===== src/rtl/eq_regif_pkg.sv =====
// eq_regif_pkg: shared types and constants for the SPI equalizer register interface
// Contents: FSM state enum, command byte bit positions, register bank size defaults.
package eq_regif_pkg;
   typedef enum logic [1:0] {IDLE, CMD, WDATA, RDATA} state_t;
   localparam int RW_BIT       = 7;
   localparam int ADDR_LSB     = 0;
   localparam int NUM_REGS_DEF = 31;
   localparam int ADDR_W_DEF   = 5;
endpackage


===== src/rtl/spi_reg_slave_if.sv =====
// spi_reg_slave_if: register bank port between the SPI slave and the equalizer register bank
// Signals: we (one-cycle write strobe), addr, data_out (write data), rd_data (bank content at addr).
// Modports: master = SPI slave side, slave = register bank side.
interface spi_reg_slave_if
   import eq_regif_pkg::*;
#(
   parameter int ADDR_W = ADDR_W_DEF
);
   logic              we;
   logic [ADDR_W-1:0] addr;
   logic [7:0]        data_out;
   logic [7:0]        rd_data;
   modport master (output we, addr, data_out, input rd_data);
   modport slave  (input we, addr, data_out, output rd_data);
endinterface


===== src/rtl/spi_reg_slave_sync_edge.sv =====
// sync_edge: multi-flop synchronizer with registered rise/fall pulse outputs
// Ports: clk, rst (async active-low), d (async input), q (synchronized level),
//        rise/fall (one-cycle pulses on synchronized edges).
module sync_edge #(
   parameter int STAGES = 2
) (
   input  logic clk,
   input  logic rst,
   input  logic d,
   output logic q,
   output logic rise,
   output logic fall
);
   logic [STAGES-1:0] ff;
   logic              prev;

   always_ff @(posedge clk or negedge rst)
      if (!rst) begin
         ff   <= '0;
         prev <= 1'b0;
      end else begin
         ff   <= STAGES'({ff, d});
         prev <= ff[STAGES-1];
      end

   assign q    = ff[STAGES-1];
   assign rise = q & ~prev;
   assign fall = ~q & prev;
endmodule


===== src/rtl/spi_reg_slave.sv =====
// spi_reg_slave: SPI mode-0 slave turning command/data frames into register bank writes
// Ports: clk, rst (async active-low); sclk/cs_n/mosi SPI inputs, miso SPI output;
//        busy = frame in progress, err = sticky frame error (cleared at next frame start);
//        bus = register bank port (we/addr/data_out driven, rd_data sampled).
// Build option: define SPI_READBACK_EN to shift rd_data out on miso during read frames;
//        otherwise miso stays 0 and read commands flag err.
module spi_reg_slave
   import eq_regif_pkg::*;
#(
   parameter int NUM_REGS    = NUM_REGS_DEF,
   parameter int ADDR_W      = ADDR_W_DEF,
   parameter int SYNC_STAGES = 2
) (
   input  logic           clk,
   input  logic           rst,
   input  logic           sclk,
   input  logic           cs_n,
   input  logic           mosi,
   output logic           miso,
   output logic           busy,
   output logic           err,
   spi_reg_slave_if.master bus
);
`ifdef SPI_READBACK_EN
   localparam logic READBACK = 1'b1;
`else
   localparam logic READBACK = 1'b0;
`endif
   state_t                 state;
   logic [2:0]             cnt;
   logic [6:0]             sh;
   logic [7:0]             tx, byte_in;
   logic [ADDR_W-1:0]      cmd_addr, nxt;
   logic [SYNC_STAGES-1:0] mosi_ff;
   logic load, bad, cmd_bad, mosi_s;
   logic cs_q, cs_fall, cs_rise_unused, sclk_rise, sclk_fall, sclk_q_unused;

   sync_edge #(.STAGES(SYNC_STAGES)) u_cs (
      .clk(clk), .rst(rst), .d(cs_n), .q(cs_q), .rise(cs_rise_unused), .fall(cs_fall));
   sync_edge #(.STAGES(SYNC_STAGES)) u_sclk (
      .clk(clk), .rst(rst), .d(sclk), .q(sclk_q_unused), .rise(sclk_rise), .fall(sclk_fall));

   assign mosi_s   = mosi_ff[SYNC_STAGES-1];
   assign byte_in  = {sh, mosi_s};
   assign cmd_addr = byte_in[ADDR_LSB +: ADDR_W];
   assign cmd_bad  = 32'(cmd_addr) >= NUM_REGS;
   assign nxt      = (32'(bus.addr) == NUM_REGS - 1) ? '0 : bus.addr + ADDR_W'(1);

   // Write address advances the cycle after the strobe so addr is stable while we=1.
   // Read data is loaded one cycle after addr changes, since rd_data follows addr combinationally.
   always_ff @(posedge clk or negedge rst)
      if (!rst) begin
         mosi_ff      <= '0;
         state        <= IDLE;
         cnt          <= '0;
         sh           <= '0;
         tx           <= '0;
         load         <= 1'b0;
         bad          <= 1'b0;
         miso         <= 1'b0;
         busy         <= 1'b0;
         err          <= 1'b0;
         bus.we       <= 1'b0;
         bus.addr     <= '0;
         bus.data_out <= '0;
      end else begin
         mosi_ff <= SYNC_STAGES'({mosi_ff, mosi});
         bus.we  <= 1'b0;
         load    <= 1'b0;
         if (bus.we) bus.addr <= nxt;
         if (load) begin
            miso <= READBACK & ~bad & bus.rd_data[7];
            tx   <= {bus.rd_data[6:0], 1'b0};
         end
         if (state == IDLE) begin
            if (cs_fall) begin
               state <= CMD;
               cnt   <= '0;
               err   <= 1'b0;
               bad   <= 1'b0;
               busy  <= 1'b1;
            end
         end else if (cs_q) begin
            // Deselect wins over a coincident 8th edge, so a partial or racing byte is dropped.
            state <= IDLE;
            busy  <= 1'b0;
            miso  <= 1'b0;
         end else begin
            if (sclk_rise) begin
               sh  <= byte_in[6:0];
               cnt <= cnt + 3'd1;
               if (&cnt) begin
                  if (state == CMD) begin
                     bus.addr <= cmd_addr;
                     bad      <= cmd_bad;
                     err      <= cmd_bad | (byte_in[RW_BIT] & ~READBACK);
                     state    <= byte_in[RW_BIT] ? RDATA : WDATA;
                     load     <= byte_in[RW_BIT];
                  end else if (state == WDATA) begin
                     bus.we       <= ~bad;
                     bus.data_out <= byte_in;
                  end else begin
                     bus.addr <= nxt;
                     load     <= 1'b1;
                  end
               end
            end
            // The falling edge right after a byte boundary keeps the freshly loaded MSB.
            if (READBACK && state == RDATA && sclk_fall && cnt != 3'd0) begin
               miso <= tx[7] & ~bad;
               tx   <= {tx[6:0], 1'b0};
            end
         end
      end
endmodule

===== src/flat_wrapper.sv =====
// flat-port wrapper written by rule: the top's interface ports become plain ports
module spi_reg_slave_flat import eq_regif_pkg::*;
#(
   parameter int NUM_REGS    = NUM_REGS_DEF,
   parameter int ADDR_W      = ADDR_W_DEF,
   parameter int SYNC_STAGES = 2
)
  (clk, rst, sclk, cs_n, mosi, miso, busy, err, bus_we, bus_addr, bus_data_out, bus_rd_data);
  spi_reg_slave_if #(.ADDR_W(ADDR_W)) bus_i ();
  input  logic clk;
  input  logic rst;
  input  logic sclk;
  input  logic cs_n;
  input  logic mosi;
  output logic miso;
  output logic busy;
  output logic err;
  output wire logic [$bits(bus_i.we)-1:0] bus_we;
  output wire logic [$bits(bus_i.addr)-1:0] bus_addr;
  output wire logic [$bits(bus_i.data_out)-1:0] bus_data_out;
  input wire logic [$bits(bus_i.rd_data)-1:0] bus_rd_data;
  assign bus_we = bus_i.we;
  assign bus_addr = bus_i.addr;
  assign bus_data_out = bus_i.data_out;
  assign bus_i.rd_data = bus_rd_data;
  spi_reg_slave #(.NUM_REGS(NUM_REGS), .ADDR_W(ADDR_W), .SYNC_STAGES(SYNC_STAGES)) u_core (.clk(clk), .rst(rst), .sclk(sclk), .cs_n(cs_n), .mosi(mosi), .miso(miso), .busy(busy), .err(err), .bus(bus_i));
endmodule

===== config.mk =====
export PLATFORM = sky130hd
export DESIGN_NAME = spi_reg_slave_flat
export DESIGN_NICKNAME = d
export VERILOG_FILES = /design/src/rtl/eq_regif_pkg.sv /design/src/rtl/spi_reg_slave_if.sv /design/src/rtl/spi_reg_slave_sync_edge.sv /design/src/rtl/spi_reg_slave.sv /design/src/flat_wrapper.sv
export SDC_FILE = /design/constraint.sdc
export NUM_CORES = 1
export LEC_CHECK = 0
export BUFFER_PORTS_ARGS = -buffer_cell sky130_fd_sc_hd__buf_2
export CAP_MARGIN = 20
export CORE_MARGIN = 10
export CORE_UTILIZATION = 61
export CTS_BUF_LIST = sky130_fd_sc_hd__clkbuf_8
export DETAILED_ROUTE_END_ITERATION = 8
export GPL_TIMING_DRIVEN = 0
export HOLD_SLACK_MARGIN = 0.15
export PLACE_DENSITY = 0.88
export SYNTH_ARGS = -nofsm -noshare
export SYNTH_HDL_FRONTEND = slang
export SYNTH_HIERARCHICAL = 1
export SYNTH_SLANG_ARGS = --single-unit

===== constraint.sdc =====
create_clock -name clk -period 3.05 [get_ports clk]
set_input_delay 0.4575 -clock clk [delete_from_list [all_inputs] [get_ports clk]]
set_output_delay 0.4575 -clock clk [all_outputs]
set_load 0.02 [all_outputs]

# Word level (Yosys, flattened, before mapping)
# Index checks and enable logic that the tools add are counted.
dict set report totals {
  register_bits 39
  latchBits 0
  ramBits 0
  mem_bits_ro 0
  input_bits 13
  output_inout_bits 17
  memories 0
}
dict set report classes {
  addsub 2
  multipliers 0
  div 0
  n_lt_le_gt_ge 1
  eq_ne 5
  shift 0
  muxes 48
  bitwise 8
  reduce_logical 15
}
# cell n
set ops {}
lappend ops {{5-bit two-way mux} 8}
lappend ops {{1-bit two-way mux} 30}
lappend ops {{2-bit two-way mux} 6}
lappend ops {{3-bit two-way mux} 4}
lappend ops {{3-bit AND reduction} 3}
lappend ops {{3-bit nonzero test} 3}
lappend ops {{8-bit AND reduction} 1}
lappend ops {{2-bit nonzero test} 4}
lappend ops {{5-bit by 1-bit adder with 5-bit output, second input constant} 1}
lappend ops {{5-bit == test, second input constant} 1}
lappend ops {{5-bit greater-or-equal comparator, second input constant} 1}
lappend ops {{1-bit inverter} 5}
lappend ops {{5-bit AND reduction} 1}
lappend ops {{2-bit by 1-bit inequality test with 1-bit output, second input constant} 2}
lappend ops {{4-bit AND reduction} 1}
lappend ops {{3-bit by 1-bit adder with 3-bit output, second input constant} 1}
lappend ops {{1-bit bitwise AND} 2}
lappend ops {{2-bit by 1-bit == test with 1-bit output, second input constant} 1}
lappend ops {{2-bit == test, second input constant} 1}
lappend ops {{2-bit logical NOT} 1}
lappend ops {{2-bit AND reduction} 1}
lappend ops {{1-bit bitwise OR} 1}

# Logic depth before layout (Yosys ltp)
# Gate-level depths: netlist of the first run.
dict set report logic_depth {
  ltp_word 9
  ltp_mapped 6
  mapped_depth_nobuf 6
}

# Cells and area by module
# The synthesis of the first run kept the hierarchy.
# module instances cells_each area_per_inst_um2
set modules_own_cells {}
lappend modules_own_cells {spi_reg_slave 1 128 1541.5}
lappend modules_own_cells {sync_edge 2 5 90.1}

# Worst setup path before layout of the first run
# No wires, ideal clock.
dict set report synth_timing {
  kind {register to register}
  from {reg u_core.cnt[0]}
  to {reg u_core.bus.addr[0]}
  setup_ns 0.104
  arrival_time_ns 1.435
  t_required_ns 2.946
  path_slack_ns 1.511
  stages_incl_launch_ff 7
  synth_period_minus_slack_ns 1.539
  path_cell_list {dfrtp_1 -> ha_1 -> ha_1 -> and3_4 -> buf_6 -> or3_1 -> o311ai_1}
}
dict set report synth_between {
  elab_chain_len 5
}
# element line
set synth_rtl {}
lappend synth_rtl {{start: declaration} spi_reg_slave.sv:30} ;# logic [2:0] cnt;
lappend synth_rtl {{start signal: assignment} spi_reg_slave.sv:91} ;# cnt <= cnt + 3'd1;
lappend synth_rtl {{3-bit AND reduction} spi_reg_slave.sv:92} ;# if (&cnt) begin
lappend synth_rtl {{5-bit two-way mux} spi_reg_slave.sv:92}
lappend synth_rtl {{5-bit two-way mux} spi_reg_slave.sv:89} ;# if (sclk_rise) begin
lappend synth_rtl {{5-bit two-way mux} spi_reg_slave.sv:83} ;# end else if (cs_q) begin
lappend synth_rtl {{5-bit two-way mux} spi_reg_slave.sv:75} ;# if (state == IDLE) begin
lappend synth_rtl {{end signal: assignment} spi_reg_slave.sv:70} ;# if (bus.we) bus.addr <= nxt;
lappend synth_rtl {{end signal: assignment} spi_reg_slave.sv:94} ;# bus.addr <= cmd_addr;
lappend synth_rtl {{end signal: assignment} spi_reg_slave.sv:103} ;# bus.addr <= nxt;
lappend synth_rtl {{end: declaration} spi_reg_slave_if.sv:13} ;# modport master (output we, addr, data_out, input rd_data);
# No other way between the ends.
# A chain may end at the register's enable or synchronous reset.

# Final worst setup path of the first run
dict set report layout_timing {
  from {reg u_core.cnt[1]}
  to {reg u_core.err}
}
dict set report layout_between {
  elab_chain_len 3
}
# element line
set layout_rtl {}
lappend layout_rtl {{3-bit AND reduction} spi_reg_slave.sv:92}
lappend layout_rtl {{2-bit nonzero test (no line)} --}
lappend layout_rtl {{5-bit AND reduction (no line)} --}
lappend layout_rtl {{end signal: assignment} spi_reg_slave.sv:96} ;# err <= cmd_bad | (byte_in[RW_BIT] & ~READBACK);
lappend layout_rtl {{end: declaration} spi_reg_slave.sv:21} ;# output logic err,
# No other way between the ends.

==> flow_summary.json, run 1 <==
{
  "dieArea_um2": 5310,
  "max-slew-margin-rel_pct": 45.3,
  "maxSlewViolCount": 0,
  "vias": 1172,
  "worstSetupPathType": "reg2reg",
  "fmax_ghz": 0.589,
  "cts-root-buf": "clkbuf_8",
  "clkSinkCount": 39,
  "area_delta_synth_final_pct": 12.7,
  "gr-total-overflow": 0,
  "cts_hold_buf": 0,
  "ant_nets": 0,
  "syn_area_per_cell_um2": 12.5,
  "drc": 0,
  "fin_cells": 194,
  "synth_cells": 136,
  "clockBufferDepth": 2,
  "die_width_um": 72.9,
  "viasPerCell": 6.04,
  "syn-cell-area_um2": 1710,
  "hold_class": "in2async",
  "grt_pass1_wl_um": 5530,
  "total_power_mw": 0.940,
  "clock_latency_ns": 0.28,
  "hold_viol": 0,
  "routed_wl_um": 3170,
  "rsz0062_at_grt": "false",
  "post_cts_buffers": 0,
  "final_core_utilization_pct": 71.0,
  "routedWlPerCell_um": 16.3,
  "tritoncts": "done",
  "crit_path_start_kind": "register",
  "cp_common_cell": "ha_1",
  "fin_tns_setup_ns": 0,
  "gp_congestion": 0.899,
  "cp_cell_sequence": "ha_1, ha_1, nand3_1, a21oi_1, mux2_2",
  "syn-num-nets": 153,
  "cts_max_level": 2,
  "dp.cells": 188,
  "period_share_pct": 55.7,
  "clkSlewWorstSetupHoldPaths_ns": 0.07,
  "yosysWarnings": 6,
  "cap_violations": 0,
  "grtUsageTotal_pct": 13.2,
  "slowest_stage": "dfrtp_1",
  "skew_ns": 0.00739,
  "initial_core_util_pct": 63.0,
  "max_slew.worst_pin.slew_ns": 0.821,
  "fin_crit_ns": 1.70,
  "numCtsBuffers": 5,
  "critPathMaxFanout": 5,
  "io_buffers": 21,
  "arrival_ns": 1.86,
  "ctsResizeCount": 0,
  "coreArea_um2": 2710,
  "final_layout_size_suffix_gt1_share_pct": 33.7,
  "ioPinCount": 30,
  "final_common_cell": "dfrtp_1",
  "first_global_vias": 1242,
  "setup_viol": 0,
  "final_cell_mix": "dfrtp_1, buf_2, mux2_2, o21ai_0, nand3_1",
  "antenna_found_initial": 0,
  "p_leak_nw": 0.947,
  "rows": 19,
  "drt_iter0_drc": 103,
  "fp.dieH_um": 72.9,
  "status": "finished, final reports clean",
  "antenna_cells": 0,
  "max-vdd-ir-drop_mv": 0.529,
  "dpl.hpwl_um": 2330,
  "hold_ws_ns": 0.264,
  "grt_max_degree": 40,
  "nNetsFinal": 181,
  "endpoint_kind": "register",
  "critPathRequiredTime_ns": 3.21,
  "p_per_area_nw_per_um2": 489,
  "drt_pass1_iterations": 4,
  "slowest_delay_ns": 0.38
}
power breakdown:
group	switching [mW]	internal [mW]	total, mW
clock	0.152	0.149	0.301
sequential	0.0321	0.546	0.578
combinational	0.0315	0.0295	0.0610
total	0.216	0.724	0.940
per-stage QoR:
stage | worst slack, ns | instance area [um^2]
finish | 1.35 | 1920
global route | 1.25 | 1920
CTS | 1.34 | 1920
detailed placement | 1.35 | 1850
global placement | 1.41 | 1850
floorplan | 1.51 | 1710
per-layer routing:
layer | vias to the layer above | track usage (%) | routed length [um]
met5 | - | 0 | 0
met1 | 581 | 14.8 | 1290
met3 | 7 | 6.12 | 224
li1 | 545 | - | -
met4 | 0 | 6.75 | 53
met2 | 39 | 20.5 | 1600
area by class of cell:
cell class | count | area (um^2)
Tap cell | 31 | 38.8
Clock buffer | 5 | 68.8
Sequential cell | 39 | 976
Fill cell | 187 | 787
Inverter | 4 | 15.0
Timing Repair Buffer | 21 | 105
Clock inverter | 1 | 3.75
Multi-Input combinational cell | 88 | 671
Buffer | 5 | 45.0
critical path: cells and delay by family, from the launching register on:
kind	cells	cell delay, ns
muxes	1	0.37
adders and majority gates	2	0.38
DFF	1	0.38
AOI/OAI and AO/OA	1	0.28
and+or+nand+nor	1	0.18
registers in the layout, indices dropped and copies added (netlist names), 2 cells and up:
signal               flops
u_core/sh                7
u_core/u_sclk/ff         2
u_core/mosi_ff           2
u_core/cnt               3
u_core/bus.data_out      8
u_core/u_cs/ff           2
u_core/bus.addr          5
u_core/state             2
final timing paths:
path,from,end,slack (ns),depth (start not counted)
max in group asynchronous,rst,u_core/bus.data_out[7],2.27,1
min in group clk,mosi,u_core/mosi_ff[0],0.28,1
worst max register to register,u_core/cnt[1],u_core/err,1.35,5
worst min register to register,u_core/mosi_ff[0],u_core/mosi_ff[1],0.36,0
worst max-delay path,u_core/cnt[1],u_core/err,1.35,5
worst min-delay path,rst,u_core/bus.addr[4],0.26,1
Note: power is estimated with default switching activity, not from simulation.
==> inputs of run 2 (changes only) <==
CORE_UTILIZATION = 52   (was 61)
PLACE_DENSITY = 0.8   (was 0.88)
clock period = 1.4 ns   (was 3.05 ns; I/O delays follow)
==> run 2 against run 1 <==
Net effect:
- the flow now finishes with violations (negative setup slack)
- sequential power up 120%
- design area up 20%
- clock-buffer cell count up 1
- total power rose to 2.5 times the previous value
- combinational power rose to 2.7 times the previous value
- via count up 7.1%
- critical path depth up 1
- first-iteration DRC count down 30%
- clock skew down 0.0046 ns
- critical path type unchanged
- highest routed layer unchanged
==> flow_summary.json, run 2 (synthesis results as in run 1) <==
{
  "fillers": 229,
  "numCtsBuffers": 5,
  "cp_common_cell": "nor2b_4",
  "cap_violations": 0,
  "gr-total-overflow": 0,
  "final_common_cell": "dfrtp_1",
  "arrival_ns": 1.74,
  "clkSinkCount": 39,
  "rsz0062_at_grt": "true",
  "hold_class": "reg2reg",
  "crit_path_end": "u_core/bus.data_out[5]",
  "fp.dieH_um": 77.3,
  "grt_max_degree": 40,
  "initial_core_util_pct": 55.0,
  "routedWlPerCell_um": 16.3,
  "dpl.hpwl_um": 2220,
  "total_power_mw": 2.38,
  "r2r-end": "u_core/bus.data_out[5]",
  "nNetsFinal": 198,
  "routed_wl_um": 3680,
  "slowest_delay_ns": 0.40,
  "area_delta_synth_final_pct": 35.7,
  "ioPinCount": 30,
  "cts-root-buf": "clkbuf_8",
  "dieArea_um2": 5970,
  "clock_latency_ns": 0.29,
  "max-slew-margin-rel_pct": 43.8,
  "dpl_worst_slack_ns": -0.277,
  "largest_reg_flops": 8,
  "crit_cells": 6,
  "top_register": "u_core/bus.data_out",
  "period_share_pct": 112,
  "ant_nets": 0,
  "grt_pass1_wl_um": 6150,
  "p_per_area_nw_per_um2": 1030,
  "slowest_stage": "dfrtp_1",
  "first_global_vias": 1320,
  "worst_slack_ns": -0.171,
  "p_leak_nw": 1.08,
  "final_layout_size_suffix_gt1_share_pct": 49.5,
  "drc": 0,
  "io_buffers": 21,
  "fin_crit_ns": 1.57,
  "vias": 1255,
  "status": "complete, but fails checks",
  "cp_top_family": "simple AND/OR/NAND/NOR gates",
  "fmax_ghz": 0.637,
  "cp_num_buf_inv": 1,
  "clkSlewWorstSetupHoldPaths_ns": 0.07,
  "max-vdd-ir-drop_mv": 0.826,
  "maxSlewViolCount": 0,
  "worstSetupPathType": "reg2reg",
  "viasPerCell": 5.55,
  "rows": 20,
  "antenna_cells": 0,
  "grtUsageTotal_pct": 12.4,
  "reg2reg_slack_ns": -0.17,
  "r2r_cells": 6,
  "hold_viol": 0,
  "drt_pass1_iterations": 4,
  "drt_iter0_drc": 72,
  "cp_cell_sequence": "nor2b_4, nor2b_4, nand3b_1, nor2_4, buf_12, mux2_4",
  "coreArea_um2": 3100,
  "critPathMaxFanout": 8,
  "gp_congestion": 0.814,
  "setup.worst_path.start": "u_core/u_sclk/prev",
  "violations": "negative setup slack",
  "clockBufferDepth": 2,
  "final_cell_mix": "dfrtp_1, buf_2, buf_4, mux2_4",
  "antenna_found_initial": 0,
  "top_regs": "u_core/bus.data_out (8), u_core/sh (7), u_core/bus.addr (5)",
  "setup_viol": 24,
  "tritoncts": "done",
  "endpoint_kind": "register",
  "timing.rr.start": "u_core/u_sclk/prev",
  "cts_max_level": 2,
  "die_width_um": 77.3,
  "crit_path_start_kind": "register",
  "skew_ns": 0.00276,
  "max_slew.worst_pin.slew_ns": 0.843,
  "critPathRequiredTime_ns": 1.57
}
-- run 2: repair_timing --
action	4_1_cts	5_1_grt
hold buffers	4	0
pin swaps	5	5
setup endpoints to repair	21	26
gates cloned	0	0
buffers inserted	14	3
gates resized for setup	24	8
endpoints found under the hold margin	42	0
-- run 2: worst min path at each step --
stage	startpoint	end	slack (ns)	cells after the start
6_report	u_core/u_cs/ff[0]	u_core/u_cs/ff[1]	0.35	0
5_1_grt	u_core/u_cs/ff[0]	u_core/u_cs/ff[1]	0.37	0
4_1_cts	u_core/u_cs/ff[0]	u_core/u_cs/ff[1]	0.35	0
3_5_place_dp	sclk	u_core/u_sclk/ff[0]	0.32	1
3_3_place_gp	mosi	u_core/mosi_ff[0]	0.32	1
2_1_floorplan	rst	u_core/bad	-0.09	0
-- run 2: power by group --
| group | leakage (nW) | switching (mW) | internal [mW] |
|---|---|---|---|
| Combinational | 0.502 | 0.0754 | 0.0871 |
| Clock | 0.0612 | 0.377 | 0.576 |
| Sequential | 0.515 | 0.0768 | 1.19 |
-- run 2: routing by layer --
layer	vias up	part of all wire [%]	track usage [%]
li1	584	-	-
met4	0	1.5	5.66
met5	-	0	0
met1	622	41	14.8
met2	44	50	19.4
met3	5	7.2	4.66
-- run 2: through the flow --
stage               std cells  utilization, %  cell area (um^2)  hold WS, ns  TNS (ns)
global placement          201            61.3              1900        0.318     -2.53
detailed placement        201            61.3              1900        0.319     -3.72
CTS                       226            73.5              2280        0.353     -2.22
global route              226            74.6              2320        0.368     -4.49
finish                    226            74.6              2320        0.349     -2.45
floorplan                 136               -              1740      -0.0856    -0.545
-- run 2: layout make-up --
class,instances,area (um^2),share of cell area [%]
well taps,44,55.1,2.38
repair buffers,39,270,11.7
multi-input cells,88,842,36.4
clock buffers,6,82.6,3.57
inverters,4,15.0,0.648
plain buffers,4,37.5,1.62
clock inverters,2,35.0,1.51
flip-flops and latches,39,978,42.2
